<file path="config.mk">
export PLATFORM = sky130hd
export DESIGN_NAME = dmem_mmio
export DESIGN_NICKNAME = d
export VERILOG_FILES = /design/src/rtl/mmio_pkg.sv /design/src/rtl/mmio_timer.sv /design/src/rtl/dmem_mmio.sv
export SDC_FILE = /design/constraint.sdc
export NUM_CORES = 2
export LEC_CHECK = 0
export ABC_AREA = 0
export BUFFER_PORTS_ARGS = -buffer_cell sky130_fd_sc_hd__clkbuf_2
export CORE_MARGIN = 2
export CORE_UTILIZATION = 40
export DETAILED_ROUTE_END_ITERATION = 6
export GPL_TIMING_DRIVEN = 0
export PLACE_DENSITY_LB_ADDON = 0.08
export SKIP_CTS_REPAIR_TIMING = 1
export SLEW_MARGIN = 20
export SYNTH_ARGS = -nofsm -noshare
export SYNTH_HDL_FRONTEND = slang
export SYNTH_SLANG_ARGS = --single-unit
</file>
<file path="constraint.sdc">
create_clock -name clk -period 14.2 [get_ports clk]
set_input_delay 4.26 -clock clk [delete_from_list [all_inputs] [get_ports clk]]
set_output_delay 4.26 -clock clk [all_outputs]
set_load 0.02 [all_outputs]
</file>
<file path="src/rtl/mmio_pkg.sv">
// Shared definitions for the data-memory responder and its timer peripheral.
// Latency: n/a (constants, types and a helper only).
// Backpressure: n/a.
package mmio_pkg;

    // Byte offsets (addr[7:0]) of the peripheral registers inside the MMIO page.
    localparam logic [7:0] OFF_LED    = 8'h00;
    localparam logic [7:0] OFF_CYCLE  = 8'h04;
    localparam logic [7:0] OFF_TLOAD  = 8'h08;
    localparam logic [7:0] OFF_TCOUNT = 8'h0C;
    localparam logic [7:0] OFF_TCTRL  = 8'h10;

    // Bit positions inside TIMER_CTRL.
    localparam int CTRL_EN  = 0;
    localparam int CTRL_AR  = 1;
    localparam int CTRL_EXP = 2;
    localparam int CTRL_IE  = 3;

    // Member order is MSB first, so the packed value lines up with bits [3:0].
    typedef struct packed {
        logic ie;
        logic expired;
        logic autoreload;
        logic en;
    } timer_ctrl_t;

    // Software view of TIMER_CTRL: bits [31:4] read as zero.
    function automatic logic [31:0] ctrl_to_word(input timer_ctrl_t c);
        return {28'd0, c};
    endfunction

endpackage

</file>
<file path="src/rtl/mmio_timer.sv">
// Down-counting timer with one-shot / auto-reload modes and a maskable expiry interrupt.
// Latency: register writes and count updates land on the rising edge; read values come straight from registers.
// Backpressure: none; a write strobe is always accepted in the cycle it is presented.
//
// Ports:
//   clk, reset       system clock, synchronous active-high reset
//   load_we_i        write strobe for TIMER_LOAD (also reloads count)
//   ctrl_we_i        write strobe for TIMER_CTRL
//   wdata_i          store data shared by both strobes
//   load_o/count_o   current TIMER_LOAD / TIMER_COUNT values
//   ctrl_o           TIMER_CTRL read value
//   irq_o            expired AND ie
module mmio_timer
    import mmio_pkg::*;
(
    input  logic        clk,
    input  logic        reset,
    input  logic        load_we_i,
    input  logic        ctrl_we_i,
    input  logic [31:0] wdata_i,
    output logic [31:0] load_o,
    output logic [31:0] count_o,
    output logic [31:0] ctrl_o,
    output logic        irq_o
);

    logic [31:0] load_q,  load_d;
    logic [31:0] count_q, count_d;
    timer_ctrl_t ctrl_q,  ctrl_d;
    logic        irq_q;

    always_comb begin
        load_d  = load_q;
        count_d = count_q;
        ctrl_d  = ctrl_q;

        // Software control write first: the newly written en/autoreload/ie are
        // the ones the countdown step below sees in this same cycle.
        if (ctrl_we_i) begin
            ctrl_d.en         = wdata_i[CTRL_EN];
            ctrl_d.autoreload = wdata_i[CTRL_AR];
            ctrl_d.ie         = wdata_i[CTRL_IE];
            if (wdata_i[CTRL_EXP]) begin
                ctrl_d.expired = 1'b0;
            end
        end

        // Countdown step. Expiry is applied after the clear above, so a
        // same-cycle expiry keeps the flag set. A count of 0 is a parked state.
        if (ctrl_d.en) begin
            if (count_q == 32'd1) begin
                ctrl_d.expired = 1'b1;
                if (ctrl_d.autoreload) begin
                    count_d = load_q;
                end else begin
                    count_d   = '0;
                    ctrl_d.en = 1'b0;
                end
            end else if (count_q != 32'd0) begin
                count_d = count_q - 32'd1;
            end
        end

        // A LOAD write overrides whatever the countdown chose for count.
        if (load_we_i) begin
            load_d  = wdata_i;
            count_d = wdata_i;
        end
    end

    always_ff @(posedge clk) begin
        if (reset) begin
            load_q  <= '0;
            count_q <= '0;
            ctrl_q  <= '0;
            irq_q   <= 1'b0;
        end else begin
            load_q  <= load_d;
            count_q <= count_d;
            ctrl_q  <= ctrl_d;
            irq_q   <= ctrl_d.expired & ctrl_d.ie;
        end
    end

    assign load_o  = load_q;
    assign count_o = count_q;
    assign ctrl_o  = ctrl_to_word(ctrl_q);
    assign irq_o   = irq_q;

endmodule

</file>
<file path="src/rtl/dmem_mmio.sv">
// Data-side responder for a single-cycle core: word RAM plus LED, cycle counter and timer MMIO.
// Latency: reads are combinational from addr and current state; stores commit on the rising edge.
// Backpressure: none; every load and store completes in the cycle it is presented.
//
// Ports:
//   clk, reset   system clock, synchronous active-high reset (RAM contents survive reset)
//   memwrite     store strobe
//   addr         byte address; addr[1:0] ignored
//   writedata    store data
//   readdata     load data (RAM word, peripheral register, or 0 for unmapped)
//   leds         LED register
//   irq          timer interrupt
module dmem_mmio
    import mmio_pkg::*;
#(
    parameter int          DEPTH     = 64,
    parameter              INIT_FILE = "",
    parameter logic [15:0] MMIO_BASE = 16'hFFFF
) (
    input  logic        clk,
    input  logic        reset,
    input  logic        memwrite,
    input  logic [31:0] addr,
    input  logic [31:0] writedata,
    output logic [31:0] readdata,
    output logic [15:0] leds,
    output logic        irq
);

    localparam int AW = $clog2(DEPTH);

    logic [31:0]   mem [DEPTH];
    logic          mmio_sel;
    logic          ram_sel;
    logic [AW-1:0] widx;
    logic [7:0]    off;
    logic          mmio_we;
    logic          led_we;
    logic          tload_we;
    logic          tctrl_we;
    logic [15:0]   leds_q,  leds_d;
    logic [31:0]   cycle_q, cycle_d;
    logic [31:0]   tload_rd;
    logic [31:0]   tcount_rd;
    logic [31:0]   tctrl_rd;
    logic          unused_addr_lsb;

    // Byte-lane bits carry no meaning on this word-only bus.
    assign unused_addr_lsb = ^addr[1:0];

    // Decode. The RAM window is the low DEPTH words outside the MMIO page;
    // everything else outside the page is unmapped.
    assign mmio_sel = (addr[31:16] == MMIO_BASE);
    assign ram_sel  = !mmio_sel && (addr[31:2] < 30'(DEPTH));
    assign widx     = addr[AW+1:2];
    assign off      = {addr[7:2], 2'b00};

    assign mmio_we  = memwrite && mmio_sel;
    assign led_we   = mmio_we && (off == OFF_LED);
    assign tload_we = mmio_we && (off == OFF_TLOAD);
    assign tctrl_we = mmio_we && (off == OFF_TCTRL);

    // RAM write port; no reset so the image survives a core reset. The read
    // below sees the pre-edge word, giving read-old-value on a same-cycle store.
    always_ff @(posedge clk) begin
        if (memwrite && ram_sel) begin
            mem[widx] <= writedata;
        end
    end

    assign leds_d  = led_we ? writedata[15:0] : leds_q;
    assign cycle_d = cycle_q + 32'd1;

    // CYCLE is read-only: stores to its offset are simply not decoded.
    always_ff @(posedge clk) begin
        if (reset) begin
            leds_q  <= '0;
            cycle_q <= '0;
        end else begin
            leds_q  <= leds_d;
            cycle_q <= cycle_d;
        end
    end

    mmio_timer u_timer (
        .clk       (clk),
        .reset     (reset),
        .load_we_i (tload_we),
        .ctrl_we_i (tctrl_we),
        .wdata_i   (writedata),
        .load_o    (tload_rd),
        .count_o   (tcount_rd),
        .ctrl_o    (tctrl_rd),
        .irq_o     (irq)
    );

    always_comb begin
        readdata = '0;
        if (ram_sel) begin
            readdata = mem[widx];
        end else if (mmio_sel) begin
            case (off)
                OFF_LED:    readdata = {16'd0, leds_q};
                OFF_CYCLE:  readdata = cycle_q;
                OFF_TLOAD:  readdata = tload_rd;
                OFF_TCOUNT: readdata = tcount_rd;
                OFF_TCTRL:  readdata = tctrl_rd;
                default:    readdata = '0;
            endcase
        end
    end

    assign leds = leds_q;

endmodule

</file>
## Word level (Yosys, flattened, before mapping)

Memory sizes are Yosys's and may differ from the RTL's.
Index checks and enable logic that the tools add are counted.

| word-level totals | value |
|---|---|
| output and inout bits | 49 |
| logic and storage cells | 50 |
| input bits | 67 |
| bits in registers | 117 |
| memory bits (writable) | 2,048 |
| memories kept | 1 |

Memory list:

| name | depth | width | read ports | clocked after memory_dff | write ports | line | text |
|---|---|---|---|---|---|---|---|
| mem | 64 | 32 | 1 | 0 | 1 | dmem_mmio.sv:32 | `logic [31:0] mem [DEPTH];` |

| cells by class | value |
|---|---|
| $add $sub $neg | 2 |
| equal/unequal tests | 6 |
| mux-type cells | 16 |
| reductions and logical operators | 13 |
| bitwise operators | 2 |
| order comparisons | 1 |

Operators by type and width:

| kind | count |
|---|---|
| 32-bit 2-to-1 mux | 7 |
| 32-bit one-hot mux with 5 select lines | 1 |
| 32-bit by 1-bit adder with 32-bit output, second input constant | 1 |
| 32-bit by 1-bit equality test with 1-bit output, second input constant | 1 |
| 32-bit nonzero test | 1 |
| 32-bit by 1-bit subtractor with 32-bit output, second input constant | 1 |
| 30-bit by 7-bit less-than comparator with 1-bit output, second input constant | 1 |
| 16-bit equality test, second input constant | 1 |
| 6-bit by 2-bit equality test with 1-bit output, second input constant | 2 |
| 8-bit logical NOT | 1 |
| 1-bit 2-to-1 mux | 7 |
| 6-bit by 1-bit equality test with 1-bit output, second input constant | 1 |
| 6-bit by 3-bit equality test with 1-bit output, second input constant | 1 |
| 1-bit logical AND | 6 |
| 4-bit 2-to-1 mux | 1 |
| 3-bit nonzero test | 1 |
| 2-bit AND reduction | 1 |
| 2-bit nonzero test | 1 |
| 2-bit OR reduction | 1 |
| 1-bit bitwise AND | 1 |
| 1-bit logical NOT | 1 |
| 1-bit NOT | 1 |

## Longest topological paths before layout

| logic depth | value |
|---|---|
| word-level depth | 8 |
| depth in mapped cells | 12 |
| mapped depth without buffers | 8 |

## Cells and area by module

From an unflattened synthesis, not the netlist that was laid out.

| unflattened totals | value |
|---|---|
| cells, all modules | 4,517 |
| area, all modules | 85,746.0 um^2 |

Modules (own cells, without submodules):

| module | cells each | seq. area each (um^2) | times used | area each (um^2) |
|---|---|---|---|---|
| dmem_mmio | 4,041 | 62,459.9 | 1 | 81,793.4 |
| mmio_timer | 476 | 1,381.3 | 1 | 3,952.5 |

## Worst setup path before layout

Ideal clock, no wire load.

| timing path | value |
|---|---|
| path kind | input-to-output |
| from | in addr[2] |
| to | out readdata[17] |
| setup slack | 3,126 ps |
| path buffers | 4 |
| data required time | 9,940 ps |
| stages | 8 |
| arrival time | 6,814 ps |
| path through | buf_2 > buf_2 > clkbuf_1 > buf_2 > mux4_2 > mux4_2 > a22oi_1 > nand2_1 |

| between the ends | value |
|---|---|
| cells in the longest elaborated chain, start to end | 4 |
| elaborated cells between the ends (all ways) | 11 |
| those cells by class | order compare (1); eq/ne (4); mux (3); reduce/logical (2); memory (1) |

RTL lines:

| element | line | text |
|---|---|---|
| from (decl) | dmem_mmio.sv:23 | `input logic [31:0] addr,` |
| parallel branches: the longest is 3 deep, another holds 30-bit by 7-bit less-than comparator with 1-bit output | -- |  |
| 32-bit 2-to-1 mux * | dmem_mmio.sv:99 | `if (ram_sel) begin` |
| to (decl) | dmem_mmio.sv:25 | `output logic [31:0] readdata,` |

Mark *: on every way between the ends.

## Worst setup path after layout

| timing path | value |
|---|---|
| from | in addr[2] |
| to | out readdata[11] |

Same word-level chain as after synthesis.

==> impl_metrics.env <==
export IMPL_status="finished clean"
export IMPL_syn_inst=4007
export IMPL_hold_viol_final=0
export IMPL_drv_slew=0
export IMPL_die_y_um=464.4
export IMPL_synth_warnings=0
export IMPL_numCtsBuffers=230
export IMPL_clkLatencyLatePin_ns=0.87
export IMPL_finalCriticalPeriod_ns=14.16
export IMPL_yosysMostFrequentCell="edfxtp_1"
export IMPL_leakage_uw=0.03138
export IMPL_grt_max_degree=69
export IMPL_syn_avg_cell_area_sq_um=21.16
export IMPL_cts_buffer_depth=3
export IMPL_die_x_um=464.4
export IMPL_grt_pass1_vias=45100
export IMPL_power_total_uw=13410
export IMPL_fin_nets=4598
export IMPL_worst_slew_pin_slew_ns=1.279
export IMPL_initial_utilization_pct=40.34
export IMPL_hold_end="u_timer.load_o[21]"
export IMPL_dp_cells=7098
export IMPL_coreArea_sq_um=210200
export IMPL_die_area_sq_um=215700
export IMPL_drtPass1Iterations=6
export IMPL_routedWlPerCell_um=39.87
export IMPL_pin_count=116
export IMPL_max_freq_mhz=70.60
export IMPL_cp_max_fo=10
export IMPL_synth_top_cell_by_area="edfxtp_1"
export IMPL_drt_iter0_markers=6751
export IMPL_max_slew_margin_rel_pct=14.71
export IMPL_ys_top_cells_by_count="edfxtp_1 (2,048), mux4_2 (619), nand2_1 (189)"
export IMPL_cp_end_kind="primary output"
export IMPL_start_kind="input pin"
export IMPL_cts_clk_slew_worst_paths_ns=0.06
export IMPL_ctsHtreeMaxLevel=4
export IMPL_stdcell_count=7527
export IMPL_hp_start="u_timer.load_o[21]"
export IMPL_gp_congestion=0.9473
export IMPL_powerDensity_nw_per_um2=133.0
export IMPL_cp_required_ns=9.94
export IMPL_fillCellCount=17410
export IMPL_synth_area_sq_um=84790
export IMPL_grt_util_all_layers_pct=27.76
export IMPL_port_buffers=108
export IMPL_grt_pass1_wl_um=403400
export IMPL_dp_worst_setup_slack_ns=0.2575
export IMPL_ir_worst_vdd_uv=130.3
export IMPL_synth_top_area_share_pct=72.53
export IMPL_fin_ws_ns=0.03585
export IMPL_rrSetupSlack_ns=10.28
export IMPL_drc=0
export IMPL_post_route_util_pct=47.96
export IMPL_cts_tree="done"
export IMPL_maxCapViolCount=0
export IMPL_post_route_period_util_pct=99.75
export IMPL_drive_gt1_share_pct=30.71
export IMPL_rsz0062_at_grt="false"
export IMPL_cts_sinks=2165
export IMPL_area_delta_synth_final_pct=18.91
export IMPL_r2r_worst_path_cells=8
export IMPL_arrival_ns=9.90
export IMPL_ys_seq_elements=2165
export IMPL_hold_path_depth=2
export IMPL_synthDistinctLibCells=68
export IMPL_dp_hpwl_um=211900
export IMPL_overflow=0
export IMPL_hold_path_class="flop to flop"
export IMPL_finalClockSkew_ns=0.02422
export IMPL_avgViaCountPerCell=6.166
export IMPL_synth_edf_count=2048
export IMPL_ys_flop_type="edfxtp_1"
export IMPL_finalSetupViolCount=0
export IMPL_vias=46410
export IMPL_ys_async_sr_fraction_pct=0
export IMPL_ys_seq_area_share_pct=75.30
export IMPL_r2r_start="u_timer.count_o[9]"
export IMPL_rr_endpoint="u_timer.irq_o"
export IMPL_path_class="input pin to primary output"
export IMPL_row_count=168
export IMPL_clock_root_buffer="clkbuf_16"
export IMPL_drt_total_wl_um=300100
export IMPL_syn_nets=4078
export IMPL_antenna_found_initial=19
export IMPL_synth_area_leaders="edfxtp_1 (73%), mux4_2 (16%), dfxtp_1 (2.8%), nand2_1 (0.84%), nor2_1 (0.68%)"
export IMPL_drtAntennaViolNets=0
[placed cells by master, fill, tap and decap left out, types with 33 or more instances in the layout]
master | Yosys | layout
nor2_4 | 0 | 63
clkbuf_1 | 117 | 150
clkbuf_4 | 0 | 33
a22oi_1 | 37 | 37
nand2_1 | 189 | 189
clkinv_2 | 0 | 39
buf_12 | 0 | 86
clkbuf_16 | 0 | 232
mux2i_1 | 38 | 38
nor2_1 | 153 | 90
clkbuf_2 | 0 | 102
mux4_2 | 619 | 619
buf_16 | 0 | 88
dfxtp_1 | 117 | 117
edfxtp_1 | 2048 | 2048
a21oi_1 | 68 | 68
clkinv_1 | 1 | 66
buf_2 | 50 | 76
[metrics by stage]
stage	hold slack, ns	area (sq um)	TNS, ns
6_report	0.4760	100800	0
5_1_grt	0.4995	100800	0
4_1_cts	0.4776	100800	0
3_5_place_dp	0.4682	93660	0
3_3_place_gp	0.4621	88840	-16.65
2_1_floorplan	0.4407	84790	0
[how the worst max path moves through the flow]
stage,cells after the start,start,end,slack (ns)
after detailed placement,10,addr[3],readdata[6],0.26
after global routing,12,addr[2],readdata[14],0.03
final,12,addr[2],readdata[11],0.04
after global placement,10,addr[3],readdata[6],-0.34
after CTS,10,addr[3],readdata[6],0.25
after floorplan,8,addr[2],readdata[17],3.13
[metal layers]
metal	global-route usage, %	part of all wire, %	wire length, um
met5	0	0.0067	20
met4	10.05	4.1	12330
met1	38.93	41	123200
met2	43.33	47	139900
met3	5.439	8.2	24660
[power by group]
| group | leakage [uW] | total (uW) | internal [uW] | switching, uW |
|---|---|---|---|---|
| Combinational | 0.00857 | 662 | 233 | 428 |
| Sequential | 0.0193 | 6980 | 6980 | 0.979 |
| Clock | 0.00347 | 5770 | 3220 | 2550 |
[sequential cells by signal, indices dropped and copies added (netlist names)]
name             cells
leds                16
u_timer.count_o     32
u_timer.irq_o        1
u_timer.ctrl_o       4
mem               2048
cycle_q             32
u_timer.load_o      32
[worst max-delay path, stage by stage]
cell and delay [ns]:
clkbuf_2 0.20, buf_2 0.37, buf_2 0.38, buf_2 0.45, buf_2 0.56, buf_2 0.48, buf_2 0.46, buf_2 0.51
mux4_2 0.47, a22oi_1 0.88, o221ai_1 0.50, clkbuf_2 0.28
[layout make-up]
cell class                 instances  area [sq um]  share of cell area, %
tap                             2805          3510                  3.481
sequential                      2165         63840                  63.32
clock buffer                     283          5997                  5.948
inverter                          16         60.06                0.05957
buffer                           231          1039                  1.030
timing repair buffer             288          4822                  4.783
clock inverter                   140          1116                  1.107
antenna                            4         10.01               0.009928
multi-input combinational       1595         20420                  20.26
[kinds of logic (layout without fill, tap and decap cells)]
kind of cell,Yosys count,in the layout,synth area share [%]
buffers and inverters,247,958,1.220
AND/OR/NAND/NOR,539,539,3.009
other,0,4,0
adder cells (fa/ha/maj),4,4,0.05903
flip-flops,2165,2165,75.30
XOR/XNOR,41,41,0.4235
AO/OA/AOI/OAI,332,332,2.808
multiplexers,679,679,17.18
Note: power is estimated with default switching activity, not from simulation.
